$ cat src/rtl/lcd_pkg.sv
// Shared types and constants for the HD44780-style text LCD controller.
package lcd_pkg;

  typedef enum logic [2:0] {StInit, StClrWait, StRowAddr, StChars, StIdle} lcd_state_e;
  typedef enum logic [1:0] {PhIdle, PhSetup, PhPulse, PhHold} phy_phase_e;

  localparam logic [7:0] CmdFuncSet   = 8'h38;
  localparam logic [7:0] CmdDispOn    = 8'h0C;
  localparam logic [7:0] CmdEntryMode = 8'h06;
  localparam logic [7:0] CmdClear     = 8'h01;

  localparam logic [3:0][7:0] InitCmds = {CmdClear, CmdEntryMode, CmdDispOn, CmdFuncSet};
  localparam logic [3:0][7:0] RowBase  = {8'hD4, 8'h94, 8'hC0, 8'h80};

  // DATA bus fields: [15:14] row, [13:8] column, [7:0] character
  localparam int unsigned RowLsb  = 14;
  localparam int unsigned RowBits = 2;
  localparam int unsigned ColLsb  = 8;
  localparam int unsigned ColBits = 6;
  localparam int unsigned ChrLsb  = 0;

  function automatic logic [7:0] row_base(input logic [1:0] row);
    return RowBase[row];
  endfunction

endpackage

$ cat src/rtl/lcd_bus_phy.sv
// Write-only LCD bus phase engine: SETUP / PULSE / HOLD, each TICK cycles long.
module lcd_bus_phy
  import lcd_pkg::*;
#(
  parameter int unsigned TICK = 4096
) (
  input  logic       clk_LCD,
  input  logic       rst,
  input  logic       start,
  input  logic       rs,
  input  logic [7:0] data_byte,
  output logic       LCD_EN,
  output logic       RS,
  output logic [7:0] DB8,
  output logic       done
);

  localparam int unsigned TickW = $clog2(TICK);

  phy_phase_e       phase_q, phase_d;
  logic [TickW-1:0] cnt_q, cnt_d;
  logic             rs_q;
  logic [7:0]       db_q;
  logic             tick_end;
  logic             load;

  assign tick_end = (cnt_q == TickW'(TICK - 1));
  assign done     = (phase_q == PhHold) && tick_end;
  // A new start is taken on the last HOLD cycle so transfers run back to back.
  assign load     = start && ((phase_q == PhIdle) || done);

  always_comb begin
    phase_d = phase_q;
    cnt_d   = cnt_q;
    if (phase_q != PhIdle) begin
      if (tick_end) begin
        cnt_d = '0;
        unique case (phase_q)
          PhSetup: phase_d = PhPulse;
          PhPulse: phase_d = PhHold;
          default: phase_d = PhIdle;
        endcase
      end else begin
        cnt_d = cnt_q + TickW'(1);
      end
    end
    if (load) begin
      phase_d = PhSetup;
      cnt_d   = '0;
    end
  end

  always_ff @(posedge clk_LCD) begin
    if (!rst) begin
      phase_q <= PhIdle;
      cnt_q   <= '0;
      rs_q    <= 1'b0;
      db_q    <= 8'h00;
    end else begin
      phase_q <= phase_d;
      cnt_q   <= cnt_d;
      if (load) begin
        rs_q <= rs;
        db_q <= data_byte;
      end
    end
  end

  // Gated by rst so an aborted transfer drops the strobe in the reset cycle itself.
  assign LCD_EN = rst & (phase_q == PhPulse);
  assign RS     = rs_q;
  assign DB8    = db_q;

endmodule

$ cat src/rtl/lcd_text_ctrl.sv
// ROWS x COLS character-LCD controller: bus-written buffer, init and refresh sequencer.
// Define LCD_DIRTY_SKIP_EN to refresh only rows written since their last refresh.
module lcd_text_ctrl
  import lcd_pkg::*;
#(
  parameter int unsigned COLS     = 16,
  parameter int unsigned ROWS     = 2,
  parameter logic [15:0] DEV_ADDR = 16'h0071,
  parameter int unsigned TICK     = 4096,
  parameter int unsigned CLR_WAIT = 32768
) (
  input  logic        clk_LCD,
  input  logic        rst,
  input  logic        wr_en,
  input  logic [15:0] DEVICE,
  input  logic [15:0] DATA,
  output logic        LCD_EN,
  output logic        RS,
  output logic        RW,
  output logic [7:0]  DB8,
  output logic        frame_done,
  output logic        wr_err
);

  localparam int unsigned RowW  = (ROWS > 1) ? $clog2(ROWS) : 1;
  localparam int unsigned ColW  = (COLS > 1) ? $clog2(COLS) : 1;
  localparam int unsigned WaitW = $clog2(CLR_WAIT + 1);

  logic [RowBits-1:0] wr_row;
  logic [ColBits-1:0] wr_col;
  logic [7:0]         wr_chr;
  logic               wr_hit, in_range, wr_ok;

  assign wr_row   = DATA[RowLsb +: RowBits];
  assign wr_col   = DATA[ColLsb +: ColBits];
  assign wr_chr   = DATA[ChrLsb +: 8];
  assign wr_hit   = wr_en && (DEVICE == DEV_ADDR);
  assign in_range = ({1'b0, wr_row} < 3'(ROWS)) && ({1'b0, wr_col} < 7'(COLS));
  assign wr_ok    = wr_hit && in_range;

  logic [7:0] char_q [ROWS][COLS];

  always_ff @(posedge clk_LCD) begin
    if (!rst) begin
      for (int unsigned r = 0; r < ROWS; r++) begin
        for (int unsigned c = 0; c < COLS; c++) begin
          char_q[r][c] <= 8'h20;
        end
      end
    end else if (wr_ok) begin
      char_q[wr_row[RowW-1:0]][wr_col[ColW-1:0]] <= wr_chr;
    end
  end

  lcd_state_e       state_q, state_d;
  logic [1:0]       step_q, step_d;
  logic [RowW-1:0]  row_q, row_d, next_row;
  logic [ColW-1:0]  col_q, col_d;
  logic [WaitW-1:0] wait_q, wait_d;
  logic             busy_q, pend_q, pend_d, frame_done_q, frame_done_d, wr_err_q;
  logic             start, xfer_rs, phy_done, ready, last_row;
  logic [7:0]       xfer_byte;

  assign ready    = ~busy_q | phy_done;
  assign last_row = (row_q == RowW'(ROWS - 1));
  assign next_row = last_row ? '0 : row_q + RowW'(1);

`ifdef LCD_DIRTY_SKIP_EN
  logic [ROWS-1:0] dirty_q, dirty_d;

  // A write in the same cycle as the row's address transfer leaves the row dirty.
  always_comb begin
    dirty_d = dirty_q;
    if (start && (state_q == StRowAddr)) dirty_d[row_q] = 1'b0;
    if (wr_ok) dirty_d[wr_row[RowW-1:0]] = 1'b1;
  end

  always_ff @(posedge clk_LCD) begin
    if (!rst) dirty_q <= '1;
    else      dirty_q <= dirty_d;
  end
`endif

  always_comb begin
    state_d      = state_q;
    step_d       = step_q;
    row_d        = row_q;
    col_d        = col_q;
    wait_d       = wait_q;
    pend_d       = pend_q & ~phy_done;
    frame_done_d = pend_q & phy_done;
    start        = 1'b0;
    xfer_rs      = 1'b0;
    xfer_byte    = 8'h00;
    unique case (state_q)
      StInit: begin
        if (ready) begin
          start     = 1'b1;
          xfer_byte = InitCmds[step_q];
          step_d    = step_q + 2'd1;
          if (step_q == 2'd3) begin
            state_d = StClrWait;
            wait_d  = '0;
          end
        end
      end
      // Counts from the Clear transfer's final cycle onward.
      StClrWait: begin
        if (ready) begin
          if (wait_q == WaitW'(CLR_WAIT - 1)) state_d = StRowAddr;
          else                                wait_d  = wait_q + WaitW'(1);
        end
      end
      StRowAddr: begin
`ifdef LCD_DIRTY_SKIP_EN
        if (dirty_q == '0) state_d = StIdle;
        else if (!dirty_q[row_q]) row_d = next_row;
        else
`endif
        if (ready) begin
          start     = 1'b1;
          xfer_byte = row_base(2'(row_q));
          col_d     = '0;
          state_d   = StChars;
        end
      end
      StChars: begin
        if (ready) begin
          start     = 1'b1;
          xfer_rs   = 1'b1;
          xfer_byte = char_q[row_q][col_q];
          if (col_q == ColW'(COLS - 1)) begin
            col_d   = '0;
            row_d   = next_row;
            state_d = StRowAddr;
            if (last_row) pend_d = 1'b1;
          end else begin
            col_d = col_q + ColW'(1);
          end
        end
      end
      default: begin
`ifdef LCD_DIRTY_SKIP_EN
        if (dirty_q != '0) state_d = StRowAddr;
`else
        state_d = StRowAddr;
`endif
      end
    endcase
  end

  always_ff @(posedge clk_LCD) begin
    if (!rst) begin
      state_q      <= StInit;
      step_q       <= 2'd0;
      row_q        <= '0;
      col_q        <= '0;
      wait_q       <= '0;
      busy_q       <= 1'b0;
      pend_q       <= 1'b0;
      frame_done_q <= 1'b0;
      wr_err_q     <= 1'b0;
    end else begin
      state_q      <= state_d;
      step_q       <= step_d;
      row_q        <= row_d;
      col_q        <= col_d;
      wait_q       <= wait_d;
      busy_q       <= start | (busy_q & ~phy_done);
      pend_q       <= pend_d;
      frame_done_q <= frame_done_d;
      wr_err_q     <= wr_hit & ~in_range;
    end
  end

  lcd_bus_phy #(
    .TICK (TICK)
  ) u_phy (
    .clk_LCD   (clk_LCD),
    .rst       (rst),
    .start     (start),
    .rs        (xfer_rs),
    .data_byte (xfer_byte),
    .LCD_EN    (LCD_EN),
    .RS        (RS),
    .DB8       (DB8),
    .done      (phy_done)
  );

  assign RW         = 1'b0;
  assign frame_done = frame_done_q;
  assign wr_err     = wr_err_q;

endmodule

$ cat config.mk
export PLATFORM = sky130hd
export DESIGN_NAME = lcd_text_ctrl
export DESIGN_NICKNAME = d
export VERILOG_FILES = /design/src/rtl/lcd_pkg.sv /design/src/rtl/lcd_bus_phy.sv /design/src/rtl/lcd_text_ctrl.sv
export SDC_FILE = /design/constraint.sdc
export NUM_CORES = 1
export LEC_CHECK = 0
export ABC_AREA = 1
export BUFFER_PORTS_ARGS = -buffer_cell sky130_fd_sc_hd__buf_2
export CAP_MARGIN = 20
export CORE_MARGIN = 2
export CORE_UTILIZATION = 55
export CTS_BUF_LIST = sky130_fd_sc_hd__clkbuf_4
export CTS_CLUSTER_SIZE = 8
export DETAILED_ROUTE_END_ITERATION = 12
export HOLD_SLACK_MARGIN = 0.1
export MAX_ROUTING_LAYER = met4
export PLACE_DENSITY_LB_ADDON = 0.25
export SYNTH_ARGS = -nofsm -noshare
export SYNTH_HDL_FRONTEND = slang
export SYNTH_SLANG_ARGS = --single-unit
$ cat constraint.sdc
create_clock -name clk_LCD -period 2.7 [get_ports clk_LCD]
set_input_delay 0.27 -clock clk_LCD [delete_from_list [all_inputs] [get_ports clk_LCD]]
set_output_delay 0.27 -clock clk_LCD [all_outputs]
set_load 0.02 [all_outputs]
==> flow_summary.toml <==
[status]
status = "completed"

[route]
vias = 11700
initialDrtViolationCount = 1487
viasPerCell = 5.676
finalWirelength_um = 39400
dr.pass1.iters = 5
drtAntennaViolNets = 0
drc = 0
routedWlPerCell_um = 19.11

[power_and_ir_drop]
ir_drop_mv = 0.3074
p_leak_nw = 6.441
total_power_w = 0.009943
powerDensity_mw_per_mm2 = 610.2

[worst_setup_path]
rrSetupSlack_ns = 0.35
path_delay_family = "simple AND/OR/NAND/NOR gates"
cp_cell_sequence = "clkinv_2 > buf_12 > nand2_1 > nand3_1 > nand3_1 > nand3_1 > nand2_1 > nand2_1 > nand3_1 > a21oi_1"
start_kind = "register"
max_stage_delay_ns = 0.58
worstSetupPathType = "reg2reg"
required_ns = 3.30
cp_max_fo = 67
crit_top_cell = "nand3_1"
worstPathArrival_ns = 2.95
path_buf_inv = 2
crit_path_top_delay_cell = "dfxtp_4"
cp-end-kind = "register"

[clock_tree]
cts_tree = "built"
cts-root-buf = "clkbuf_4"
cts.htree.levels = 3
ctsResizeCount = 0
cts_buffers = 82
cts.sinks = 309
insertion_delay_ns = 0.71
clk_path_buf_depth = 3
clk_pin_slew_worst_paths_ns = 0.07

[placed_design]
placed_cell_area_mm2 = 0.01510
gp_congestion = 0.9516
place_hpwl_um = 24450
io_buffers = 46

[synthesis]
synth_flop_cell = "edfxtp_1"
synth_edf_count = 256
seq_area_frac_synth = 0.6066
synth_fp_nets = 1597
syn_area_mm2 = 0.01442
synth-seq-cells = 309
async_flop_share = 0
synthCells = 1552
yosysWarnings = 0
ys_types = 42
syn-mean-instance-area_um2 = 9.292

[grt]
gr-total-overflow = 0
grt_use_met3 = 0.06983
grt_first_pass_wirelength_um = 60520
grt_pass1_vias = 11160
met1_usage = 0.3612
grt_util_met2 = 0.4662
track_usage = 0.2928
busiest_layer = "met2"
grt_max_degree = 72
antenna_found_initial = 1

[sta]
slew_viol_final = 0
post-route-period-util = 0.8721
hold_viol = 0
fin_setup_tns_ns = 0
fin_crit_ns = 2.355
finalClockSkew_ns = 0.04193
setup_violations = 0
tightest_slew_ns = 1.082
holdWs_ns = 0.1809
slew_headroom = 0.2776
rsz0062_at_grt = "no"
fmaxAchievable_ghz = 0.4247

[final_layout]
final_area_mm2 = 0.01629
fin_nets = 1705
multi_input_area_mm2 = 0.004940
final_util = 0.6289
drive_gt1_frac = 0.1458
register_area_mm2 = 0.008753
fillers = 2213
syn_to_final_growth_pct = 12.99

[die]
rows = 59
design.die.area_mm2 = 0.02753
chipHeight_um = 165.9
fp.coreArea_mm2 = 0.02591
start_util = 0.5566
num_io_pins = 48
fp.dieW_um = 165.9

[flow_run]
drv_cap = 0

[min_path]
min_path_type = "in2reg"
==> cells in the mapped netlist, drive strengths merged, types with 9 or more instances <==
cell type	number	area share
a21oi	49	0.017
buf	30	0.010
clkbuf	53	0.014
dfxtp	53	0.074
edfxtp	256	0.53
ha	10	0.0087
inv	98	0.026
nand2	417	0.11
nand3	286	0.10
nand4	29	0.014
nor2	192	0.052
nor3	15	0.0066
o21ai	16	0.0056
or2	9	0.0039
xor2	13	0.0079
==> layout make-up <==
class | instances | share of cell area
clock inverter | 38 | 0.01175
sequential | 309 | 0.5372
multi-input combinational | 1058 | 0.3032
timing repair buffer | 107 | 0.04807
tap | 335 | 0.02572
antenna | 5 | 0.0007679
inverter | 102 | 0.02357
clock buffer | 108 | 0.04976
==> worst register-to-register path, delay by kind of cell, from the launching register on <==
kind / cells / cell delay, ns
AO/OA/AOI/OAI: 1 / 0.07
AND/OR/NAND/NOR: 7 / 0.91
buffers and inverters: 2 / 0.72
flip-flops: 1 / 0.58
==> per-layer routing <==
layer  wire length (um)  part of all wire
met5                  0                 0
met4               1446             0.037
met3               3974              0.10
met2              19020              0.48
met1              14960              0.38
==> where the power goes <==
part | switching (W) | internal, W | leakage (nW)
clock | 0.00196 | 0.00198 | 0.583
combinational | 0.000415 | 0.000155 | 2.98
sequential | 0.0000717 | 0.00536 | 2.88
==> cell families (layout without fill, tap and decap cells) <==
family                   count (synthesis)  count (layout)  synth area share
AO/OA/AOI/OAI                           78              78           0.02950
XOR/XNOR                                17              17           0.01032
adder cells (fa/ha/maj)                 10              10          0.008676
buffers and inverters                  185             355           0.05084
flip-flops                             309             309            0.6066
other                                    1               6         0.0002600
AND/OR/NAND/NOR                        952             952            0.2938
==> final timing paths <==
path / start / end / depth (start not counted)
min reg2reg: pend_q / frame_done / 2
min: DATA[13] / char_q[0][125] / 5
max: register / u_phy.DB8[0] / 10
max reg2reg: register / u_phy.DB8[0] / 10
==> cell usage in the layout, fill, tap and decap left out, types with 6 or more instances in the layout <==
cell,n
buf_4,39
a21oi_1,49
clkinv_1,32
nand3_1,276
dlygate4sd3_1,18
o21ai_0,16
o31ai_1,6
nor3_1,11
edfxtp_1,256
or2_2,7
xor2_1,13
nand3_2,8
inv_1,93
buf_2,46
clkbuf_4,108
nand4_1,26
nand2_1,411
nor2_1,187
dfxtp_1,51
ha_1,10
==> stage by stage <==
stage          setup WS [ns]  cells
6_report              0.3454   2062
5_1_grt               0.1759   2062
2_1_floorplan         0.6797   1552
3_3_place_gp          0.3192   1893
4_1_cts               0.4112   2057
3_5_place_dp          0.2265   1893
==> flip-flops by register name, indices dropped and copies added (netlist names), named ones only <==
signal         cells
busy_q             1
wr_err             1
u_phy.RS           1
state_q            2
u_phy.phase_q      2
wait_q            16
u_phy.DB8          8
step_q             2
frame_done         1
last_row           1
col_q              4
pend_q             1
char_q           256
u_phy.cnt_q       12
==> timing repair <==
| item | in CTS | in global routing |
|---|---|---|
| hold buffers | 18 | 0 |
| hold endpoints to repair | 27 | 0 |
| buffers inserted | 0 | 0 |
Note: power is estimated with default switching activity, not from simulation.
